===== src/rtl/control_pd_debug_cif_counters.sv =====
// CIF-side receiver for the PD debug matcher: saturating packet/byte counters, sticky capture
// status and a single-outstanding CSR read port that can also fetch captured PD words.
module control_pd_debug_cif_counters #(
  parameter int PACKET_SIZE_WIDTH = 12,
  parameter int PKT_CNT_WIDTH     = 32,
  parameter int BYTE_CNT_WIDTH    = 48,
  parameter int PD_MUX_SEL_WIDTH  = 2,
  parameter int PD_MUX_LATENCY    = 2
) (
  input  logic                         clk,
  input  logic                         rst,
  input  logic                         dbg2cif_e_debug_pd_total_pd_cnt_inc,
  input  logic                         dbg2cif_e_debug_pd_field1_cnt_inc,
  input  logic                         dbg2cif_e_debug_pd_field2_cnt_inc,
  input  logic                         dbg2cif_e_debug_pd_capture_match_cnt_inc,
  input  logic                         dbg2cif_e_debug_pd_field1_byte_cnt_inc,
  input  logic                         dbg2cif_e_debug_pd_field2_byte_cnt_inc,
  input  logic [PACKET_SIZE_WIDTH-1:0] dbg2cif_eq_debug_pd_field_byte_cnt_inc_amount,
  input  logic                         dbg2cif_e_debug_pd_capture_match_field1,
  input  logic                         dbg2cif_e_debug_pd_capture_match_field2,
  input  logic [31:0]                  dbg2cif_c_debug_pd_out,
  output logic [PD_MUX_SEL_WIDTH-1:0]  cif2dbg_c_debug_pd_captured_word_sel,
  input  logic                         cif_rd_req,
  input  logic                         cif_rd_clr,
  input  logic [3:0]                   cif_rd_addr,
  input  logic                         cif_clr_all,
  output logic                         cif_rd_busy,
  output logic                         cif_rd_ack,
  output logic [31:0]                  cif_rd_data
);

  localparam int NUM_WORDS = 1 << PD_MUX_SEL_WIDTH;
  localparam int LAT_W     = (PD_MUX_LATENCY > 1) ? $clog2(PD_MUX_LATENCY) : 1;

  typedef enum logic [1:0] {S_IDLE, S_WAIT, S_ACK} state_t;

  state_t                      r_state;
  logic [3:0]                  r_addr;
  logic                        r_clr;
  logic [LAT_W-1:0]            r_wait;
  logic                        r_ack, r_busy;
  logic [31:0]                 r_rd_data;
  logic [PD_MUX_SEL_WIDTH-1:0] r_word_sel;

  logic [PKT_CNT_WIDTH-1:0]  r_total, r_f1_cnt, r_f2_cnt, r_cap_cnt;
  logic [BYTE_CNT_WIDTH-1:0] r_f1_bytes, r_f2_bytes;
  logic [31:0]               r_f1_hi, r_f2_hi;
  logic                      r_cap_f1, r_cap_f2;

  logic [PKT_CNT_WIDTH-1:0]  w_total_nxt, w_f1_cnt_nxt, w_f2_cnt_nxt, w_cap_cnt_nxt;
  logic [BYTE_CNT_WIDTH-1:0] w_f1_bytes_nxt, w_f2_bytes_nxt, w_amount;
  logic                      w_cap_f1_nxt, w_cap_f2_nxt;
  logic                      w_ack_clr, w_accept, w_is_cap, w_inc_en;
  logic [31:0]               w_rd_mux;

  function automatic logic [PKT_CNT_WIDTH-1:0] f_pkt_nxt(
    input logic [PKT_CNT_WIDTH-1:0] cur, input logic clr, input logic inc);
    logic [PKT_CNT_WIDTH-1:0] base;
    base = clr ? '0 : cur;
    if (inc && (base != '1)) base = base + PKT_CNT_WIDTH'(1);
    return base;
  endfunction

  function automatic logic [BYTE_CNT_WIDTH-1:0] f_byte_nxt(
    input logic [BYTE_CNT_WIDTH-1:0] cur, input logic clr, input logic inc,
    input logic [BYTE_CNT_WIDTH-1:0] amt);
    logic [BYTE_CNT_WIDTH-1:0] base;
    logic [BYTE_CNT_WIDTH:0]   sum;
    base = clr ? '0 : cur;
    sum  = {1'b0, base} + {1'b0, amt};
    if (inc) base = sum[BYTE_CNT_WIDTH] ? '1 : sum[BYTE_CNT_WIDTH-1:0];
    return base;
  endfunction

  // Clear-on-read lands at the end of the ack cycle, so a same-cycle increment survives it.
  assign w_ack_clr = (r_state == S_ACK) && r_clr;
  assign w_inc_en  = !cif_clr_all;
  assign w_amount  = BYTE_CNT_WIDTH'(dbg2cif_eq_debug_pd_field_byte_cnt_inc_amount);
  assign w_accept  = (r_state == S_IDLE) && cif_rd_req;
  assign w_is_cap  = (cif_rd_addr >= 4'd10) && ((int'(cif_rd_addr) - 10) < NUM_WORDS);

  assign w_total_nxt    = f_pkt_nxt(r_total, cif_clr_all || (w_ack_clr && r_addr == 4'd0),
                                    w_inc_en && dbg2cif_e_debug_pd_total_pd_cnt_inc);
  assign w_f1_cnt_nxt   = f_pkt_nxt(r_f1_cnt, cif_clr_all || (w_ack_clr && r_addr == 4'd1),
                                    w_inc_en && dbg2cif_e_debug_pd_field1_cnt_inc);
  assign w_f2_cnt_nxt   = f_pkt_nxt(r_f2_cnt, cif_clr_all || (w_ack_clr && r_addr == 4'd2),
                                    w_inc_en && dbg2cif_e_debug_pd_field2_cnt_inc);
  assign w_cap_cnt_nxt  = f_pkt_nxt(r_cap_cnt, cif_clr_all || (w_ack_clr && r_addr == 4'd3),
                                    w_inc_en && dbg2cif_e_debug_pd_capture_match_cnt_inc);
  assign w_f1_bytes_nxt = f_byte_nxt(r_f1_bytes, cif_clr_all || (w_ack_clr && r_addr == 4'd4),
                                     w_inc_en && dbg2cif_e_debug_pd_field1_byte_cnt_inc, w_amount);
  assign w_f2_bytes_nxt = f_byte_nxt(r_f2_bytes, cif_clr_all || (w_ack_clr && r_addr == 4'd6),
                                     w_inc_en && dbg2cif_e_debug_pd_field2_byte_cnt_inc, w_amount);
  assign w_cap_f1_nxt = dbg2cif_e_debug_pd_capture_match_field1 |
                        (r_cap_f1 & ~(cif_clr_all | (w_ack_clr && r_addr == 4'd8)));
  assign w_cap_f2_nxt = dbg2cif_e_debug_pd_capture_match_field2 |
                        (r_cap_f2 & ~(cif_clr_all | (w_ack_clr && r_addr == 4'd8)));

  // Read data reflects the values visible in the ack cycle, before any clear-on-read.
  always_comb begin
    w_rd_mux = '0;
    case (cif_rd_addr)
      4'd0: w_rd_mux = 32'(w_total_nxt);
      4'd1: w_rd_mux = 32'(w_f1_cnt_nxt);
      4'd2: w_rd_mux = 32'(w_f2_cnt_nxt);
      4'd3: w_rd_mux = 32'(w_cap_cnt_nxt);
      4'd4: w_rd_mux = w_f1_bytes_nxt[31:0];
      4'd5: w_rd_mux = cif_clr_all ? '0 : r_f1_hi;
      4'd6: w_rd_mux = w_f2_bytes_nxt[31:0];
      4'd7: w_rd_mux = cif_clr_all ? '0 : r_f2_hi;
      4'd8: w_rd_mux = {30'b0, w_cap_f2_nxt, w_cap_f1_nxt};
      default: w_rd_mux = '0;
    endcase
  end

  always_ff @(posedge clk) begin
    if (rst) begin
      r_total    <= '0;
      r_f1_cnt   <= '0;
      r_f2_cnt   <= '0;
      r_cap_cnt  <= '0;
      r_f1_bytes <= '0;
      r_f2_bytes <= '0;
      r_f1_hi    <= '0;
      r_f2_hi    <= '0;
      r_cap_f1   <= 1'b0;
      r_cap_f2   <= 1'b0;
    end else begin
      r_total    <= w_total_nxt;
      r_f1_cnt   <= w_f1_cnt_nxt;
      r_f2_cnt   <= w_f2_cnt_nxt;
      r_cap_cnt  <= w_cap_cnt_nxt;
      r_f1_bytes <= w_f1_bytes_nxt;
      r_f2_bytes <= w_f2_bytes_nxt;
      r_cap_f1   <= w_cap_f1_nxt;
      r_cap_f2   <= w_cap_f2_nxt;
      if (cif_clr_all) begin
        r_f1_hi <= '0;
        r_f2_hi <= '0;
      end else if (w_accept && cif_rd_addr == 4'd4) begin
        r_f1_hi <= 32'(w_f1_bytes_nxt >> 32);
      end else if (w_accept && cif_rd_addr == 4'd6) begin
        r_f2_hi <= 32'(w_f2_bytes_nxt >> 32);
      end
    end
  end

  always_ff @(posedge clk) begin
    if (rst) begin
      r_state    <= S_IDLE;
      r_addr     <= '0;
      r_clr      <= 1'b0;
      r_wait     <= '0;
      r_ack      <= 1'b0;
      r_busy     <= 1'b0;
      r_rd_data  <= '0;
      r_word_sel <= '0;
    end else begin
      r_ack <= 1'b0;
      case (r_state)
        S_IDLE: begin
          if (cif_rd_req) begin
            r_busy <= 1'b1;
            r_addr <= cif_rd_addr;
            r_clr  <= cif_rd_clr;
            if (w_is_cap) begin
              r_word_sel <= PD_MUX_SEL_WIDTH'(cif_rd_addr - 4'd10);
              r_wait     <= LAT_W'(PD_MUX_LATENCY - 1);
              r_state    <= S_WAIT;
            end else begin
              r_rd_data <= w_rd_mux;
              r_ack     <= 1'b1;
              r_state   <= S_ACK;
            end
          end
        end
        S_WAIT: begin
          if (r_wait == '0) begin
            r_rd_data <= dbg2cif_c_debug_pd_out;
            r_ack     <= 1'b1;
            r_state   <= S_ACK;
          end else begin
            r_wait <= r_wait - LAT_W'(1);
          end
        end
        S_ACK: begin
          r_busy  <= 1'b0;
          r_state <= S_IDLE;
        end
        default: r_state <= S_IDLE;
      endcase
    end
  end

  assign cif2dbg_c_debug_pd_captured_word_sel = r_word_sel;
  assign cif_rd_busy = r_busy;
  assign cif_rd_ack  = r_ack;
  assign cif_rd_data = r_rd_data;

endmodule


===== config.mk =====
export PLATFORM = sky130hd
export DESIGN_NAME = control_pd_debug_cif_counters
export DESIGN_NICKNAME = d
export VERILOG_FILES = /design/src/rtl/control_pd_debug_cif_counters.sv
export SDC_FILE = /design/constraint.sdc
export NUM_CORES = 1
export LEC_CHECK = 0
export CORE_MARGIN = 2
export CORE_UTILIZATION = 25
export DETAILED_ROUTE_END_ITERATION = 16
export GPL_TIMING_DRIVEN = 0
export MAX_ROUTING_LAYER = met4
export SYNTH_ARGS = -nofsm -noshare
export SYNTH_HDL_FRONTEND = slang
export SYNTH_SLANG_ARGS = --single-unit

===== constraint.sdc =====
create_clock -name clk -period 6.5 [get_ports clk]
set_input_delay 1.3 -clock clk [delete_from_list [all_inputs] [get_ports clk]]
set_output_delay 1.3 -clock clk [all_outputs]
set_load 0.005 [all_outputs]

* Word level (Yosys, flattened, before mapping)
Index checks and enable logic that the tools add are counted.
Storage, ports and cells: flip-flop bits (word level) 302, bits in latches 0, RAM bits 0, bits in read-only memories 0, bits of input ports 61, output and inout bits 36, logic and storage cells 137, memories 0
Operators by class: add/subtract/negate cells 9, $mul 0, divide/modulo/power cells 0, $lt $le $gt $ge 2, eq/ne operators 24, shift-type cells 0, mux-type cells 35, bitwise operators 7, reduce and logical (&&, ||, !) cells 42
Operators with widths (count):
- two-way mux 32 bit | 11
- two-way mux 48 bit | 6
- one-hot mux 32 bit (9 select lines) | 1
- adder 32 x 1 -> 32 bit, second input constant | 4
- inequality test 32 bit, second input constant | 4
- adder 48 x 12 -> 49 bit | 2
- one-hot mux 32 bit (2 select lines) | 1
- two-way mux 16 bit | 2
- equality test 4 x 3 -> 1 bit, second input constant | 6
- logical AND 1 bit | 22
- equality test 4 x 2 -> 1 bit, second input constant | 4
- equality test 4 x 1 -> 1 bit, second input constant | 2
- equality test 4 bit, second input constant | 2
- logical NOT 4 bit | 2
- inequality test 2 bit, second input constant | 4
- AND reduction 2 bit | 4
- two-way mux 1 bit | 7
- logical OR 1 bit | 6
- two-way mux 2 bit | 3
- one-hot mux 1 bit (2 select lines) | 3
- AND reduction 3 bit | 2
- less-than comparator 5 x 4 -> 1 bit, second input constant | 1
- subtractor 4 x 4 -> 5 bit, second input constant | 1
- >= comparator 4 bit, second input constant | 1
- 13 further kinds | 18

* Logic depth before layout (Yosys ltp)
depth after elaboration 12, depth in mapped cells 19, gate-level depth less buffers 14

* Worst setup path before layout
OpenSTA, ideal clock, no wires.
path type input port to flip-flop, start point input cif_clr_all, end point register r_rd_data[5] (netlist: cif_rd_data[5]), library setup time 122 ps, data arrival time 5454 ps, required time 6378 ps, setup slack 924 ps, stages on the path 18, buffers on the path 7, path through clkbuf_1 clkbuf_1 a21oi_1 clkbuf_1 clkbuf_1 clkbuf_1 clkbuf_1 and2_1 ha_1 a21o_1 a31o_2 o211ai_1 and2_1 or3_1 clkbuf_1 a21o_1 o221ai_1 o32a_1
On the way: longest elaborated chain between the ends 9, elaborated cells on any way between the ends 47, those cells by class 6 x add/sub; 4 x eq/ne; 20 x mux; 17 x reduce/logical
RTL lines:
- from (decl) | RTL line 26 | input logic cif_clr_all,
- logical OR 1 bit, or another cell as far along | RTL line 92 | assign w_f2_bytes_nxt = f_byte_nxt(r_f2_bytes, cif_clr_all || (w_ack_clr && r_addr == 4'd6),
- two-way mux 48 bit or two-way mux 32 bit (tied branches) | RTL line 69, 59
- adder 48 x 12 -> 49 bit or inequality test 32 bit (tied branches) | RTL line 70, 60
- two-way mux 48 bit or logical AND 1 bit (tied branches) | RTL line 71, 60
- two-way mux 48 bit or two-way mux 32 bit (tied branches) | RTL line 71, 60
- one-hot mux 32 bit (9 select lines) * | RTL line 102 | case (cif_rd_addr)
- two-way mux 32 bit * | RTL line 166 | if (w_is_cap) begin
- two-way mux 32 bit * | RTL line 162 | if (cif_rd_req) begin
- one-hot mux 32 bit (2 select lines) * | RTL line 160 | case (r_state)
- to (signal assigned) | RTL line 171 | r_rd_data <= w_rd_mux;
- to (signal assigned) | RTL line 179 | r_rd_data <= dbg2cif_c_debug_pd_out;
- to (decl) | RTL line 42 | logic [31:0] r_rd_data;
Mark *: on every way between the ends. The rest lies on a longest branch, timed or not. The select of a mux whose other input is x is not followed. A chain may end at the register's enable or synchronous reset.

* Worst setup path after layout
start point input cif_clr_all, end point register r_rd_data[7] (netlist: cif_rd_data[7])
The elaborated chain is that of the path after synthesis.

==> reports/metrics.yaml <==
ys.flop_type: "dfxtp_1"
cts_sinks: 302
cts_tree: "yes"
diodes: 0
startpoint_type: "primary input"
yosysSeqAreaShare_pct: 33.9
die_area_um2: 73600
top_level_ports: 97
setup_viol: 1
critPathMaxStageDelay_ns: 0.60
outcome: "finished, violations left"
cpMostUsedCell: "clkbuf_2"
track_usage_pct: 23.0
grt_max_degree: 13
slew-limit-headroom_pct: 0.391
holdCritPathClass: "reg -> reg"
power_density_nw_per_um2: 208
async_flop_share_pct: 0
cp_cell_sequence: "dlygate4sd2_1 -> clkbuf_8 -> clkbuf_4 -> a21oi_2 -> clkbuf_2 -> clkbuf_2 -> clkbuf_2 -> clkbuf_2 -> and2_1 -> ha_1 -> nand2_1 -> o211ai_1 -> nand3_2 -> and2_1 -> or3_1 -> a21oi_1 -> a211oi_1 -> a311oi_2"
area_delta_synth_final_pct: 20.3
fp-row-count: 97
num-nets-final: 2536
critPathRequiredTime_ns: 6.94
clk_latency_ns: 0.57
globalplace.congestion: 1.05
ant_nets: 0
crit_buf_inv: 7
critical_path_class: "in -> reg"
clk_path_buf_depth: 3
antenna_found_initial: 2
crit_family: "buffers and inverters"
wl_um: 85100
clk_pin_slew_ns: 0.06
hold_ws_ns: 0.457
synth-edff-count: 0
syn_area_um2: 17900
max_freq_ghz: 0.153
root_buffer: "clkbuf_16"
die_h_um: 271
rrSetupSlack_ns: 0.28
route.detailed.wl_per_inst_um: 25.0
worstMarginPinSlew_ns: 1.49
post_synth.cell_area_avg_um2: 7.76
arrival_ns: 6.96
final_util_pct: 30.5
fp.dieW_um: 271
drv_cap: 1
place_hpwl_um: 65600
multiInputGateArea_um2: 11400
design.core.area_um2: 70400
vias: 19500
grt_pass1_wl_um: 122000
syn_nets: 2394
finalHoldViolCount: 0
skew_ns: 0.0296
start_util_pct: 25.4
drc: 0
grt_overflow: 0
dp_slack_ns: -3.37
netlist_instances: 2300
layout_commonest_cell: "nor2_1"
placed_area_um2: 20000
violations: "capacitance limit, setup timing"
drtIter0Drc: 3059
cp_max_fo: 10
ys_ff_latch: 302
vdd_ir_drop_max_mv: 0.167
mostFrequentLayoutCells: "nor2_1, dfxtp_1, nand2_1, a21oi_1, clkbuf_1"
power.leakage_nw: 7.02
cts_buffers: 38
fill_cells: 7677
finalCritPeriodShare_pct: 100
worstSetupEndpointType: "flip-flop"
grt_pass1_vias: 18000
final.min_clock_period_ns: 6.53
setup_ws_ns: -0.0258
synth.distinct_cells: 83
finalInstanceArea_um2: 21500
drv_slew: 0
io_buffer_count: 94
ys_warn_count: 0
cts_max_level: 2
vias_per_cell: 5.70
drive_gt1_share_pct: 5.95
grt_setup_unrepaired: "true"
first_pass_iters: 8
regArea_um2: 6050
critPathSlowestCell: "or3_1"
registers in the layout, summed over array words and instances, names as in the netlist, 2 cells and up:
register / count
r_total: 32
r_f2_bytes: 48
r_f1_bytes: 48
r_addr: 4
r_cap_cnt: 32
r_f1_hi: 16
cif_rd_data: 32
r_f1_cnt: 32
cif2dbg_c_debug_pd_captured_word_sel: 2
r_f2_hi: 16
r_state: 2
r_f2_cnt: 32
power by group:
group	internal, W	switching, W	leakage [nW]
sequential	0.00187	0.0000224	2.44
combinational	0.000141	0.000320	3.99
clock	0.00124	0.000873	0.597
total	0.00325	0.00122	7.02
worst paths after layout:
check,start,endpoint,cells past startpoint
setup / recovery,cif_clr_all,cif_rd_data[7],18
hold / removal,r_wait,r_state[0],2
setup reg to reg,r_state[1],cif_rd_data[28],16
hold reg to reg,r_wait,r_state[0],2
area by class of cell:
cell class,count,share of cell area (%)
Timing Repair Buffer,103,4.75
Buffer,125,2.37
Multi-Input combinational cell,1841,53.1
Clock buffer,58,5.25
Inverter,31,0.542
Clock inverter,11,0.414
Sequential cell,302,28.1
Tap cell,940,5.48
tightest hold or removal path, stage by stage, from the launching register on:
cell	delay (ns)
dfxtp_1	0.31
nand2_1	0.05
a21oi_1	0.05
per-stage QoR:
stage,setup TNS (ns),total power (W),instances
detailed placement,-461.51,0.00237,3334
finish,-0.0258,0.00447,3411
floorplan,0,0.00214,2300
global route,-0.175,0.00457,3411
global placement,-474.91,0.00237,3334
CTS,0,0.00445,3411
metal layers:
metal  vias up  share of wire, %  global-route usage (%)
met1      9357                41                    30.1
met2      1210                41                    32.4
li1       8648                 -                       -
met4         0               5.6                    10.6
met3       244                13                    6.38
met5         -                 0                       -
cell usage after synthesis, drive strengths merged, types with 13 or more instances:
master	count	area, µm²
o22ai	22	138
nand2	221	830
nand3	105	531
a211oi	36	275
xnor2	98	858
nand2b	20	125
a22oi	26	195
nand4	82	534
o21ai	84	420
clkbuf	113	424
and3	52	325
buf	13	63.8
xor2	90	788
and4	20	175
nor3	66	330
a21oi	168	841
ha	31	388
nor2b	51	319
and2	45	282
dfxtp	302	6050
o211ai	17	128
nor2	308	1160
a2111oi	17	181
nor4	29	181
a21o	17	128
inv	31	116
o221ai	15	131
what timing repair did:
action / in CTS / in global routing
setup endpoints to repair: 193 / 22
buffers inserted: 9 / 0
hold buffers: 0 / 0
resized for setup: 35 / 12
pin swaps: 6 / 0
logic make-up after synthesis:
family	Yosys count	share of synthesized area (%)
buffers and inverters	157	3.38
XOR/XNOR	188	9.22
AO/OA/AOI/OAI	534	20.2
flip-flops	302	33.9
adder cells (fa/ha/maj)	33	2.40
multiplexers	15	0.869
AND/OR/NAND/NOR	1071	30.1
Note: power is estimated with default switching activity, not from simulation.
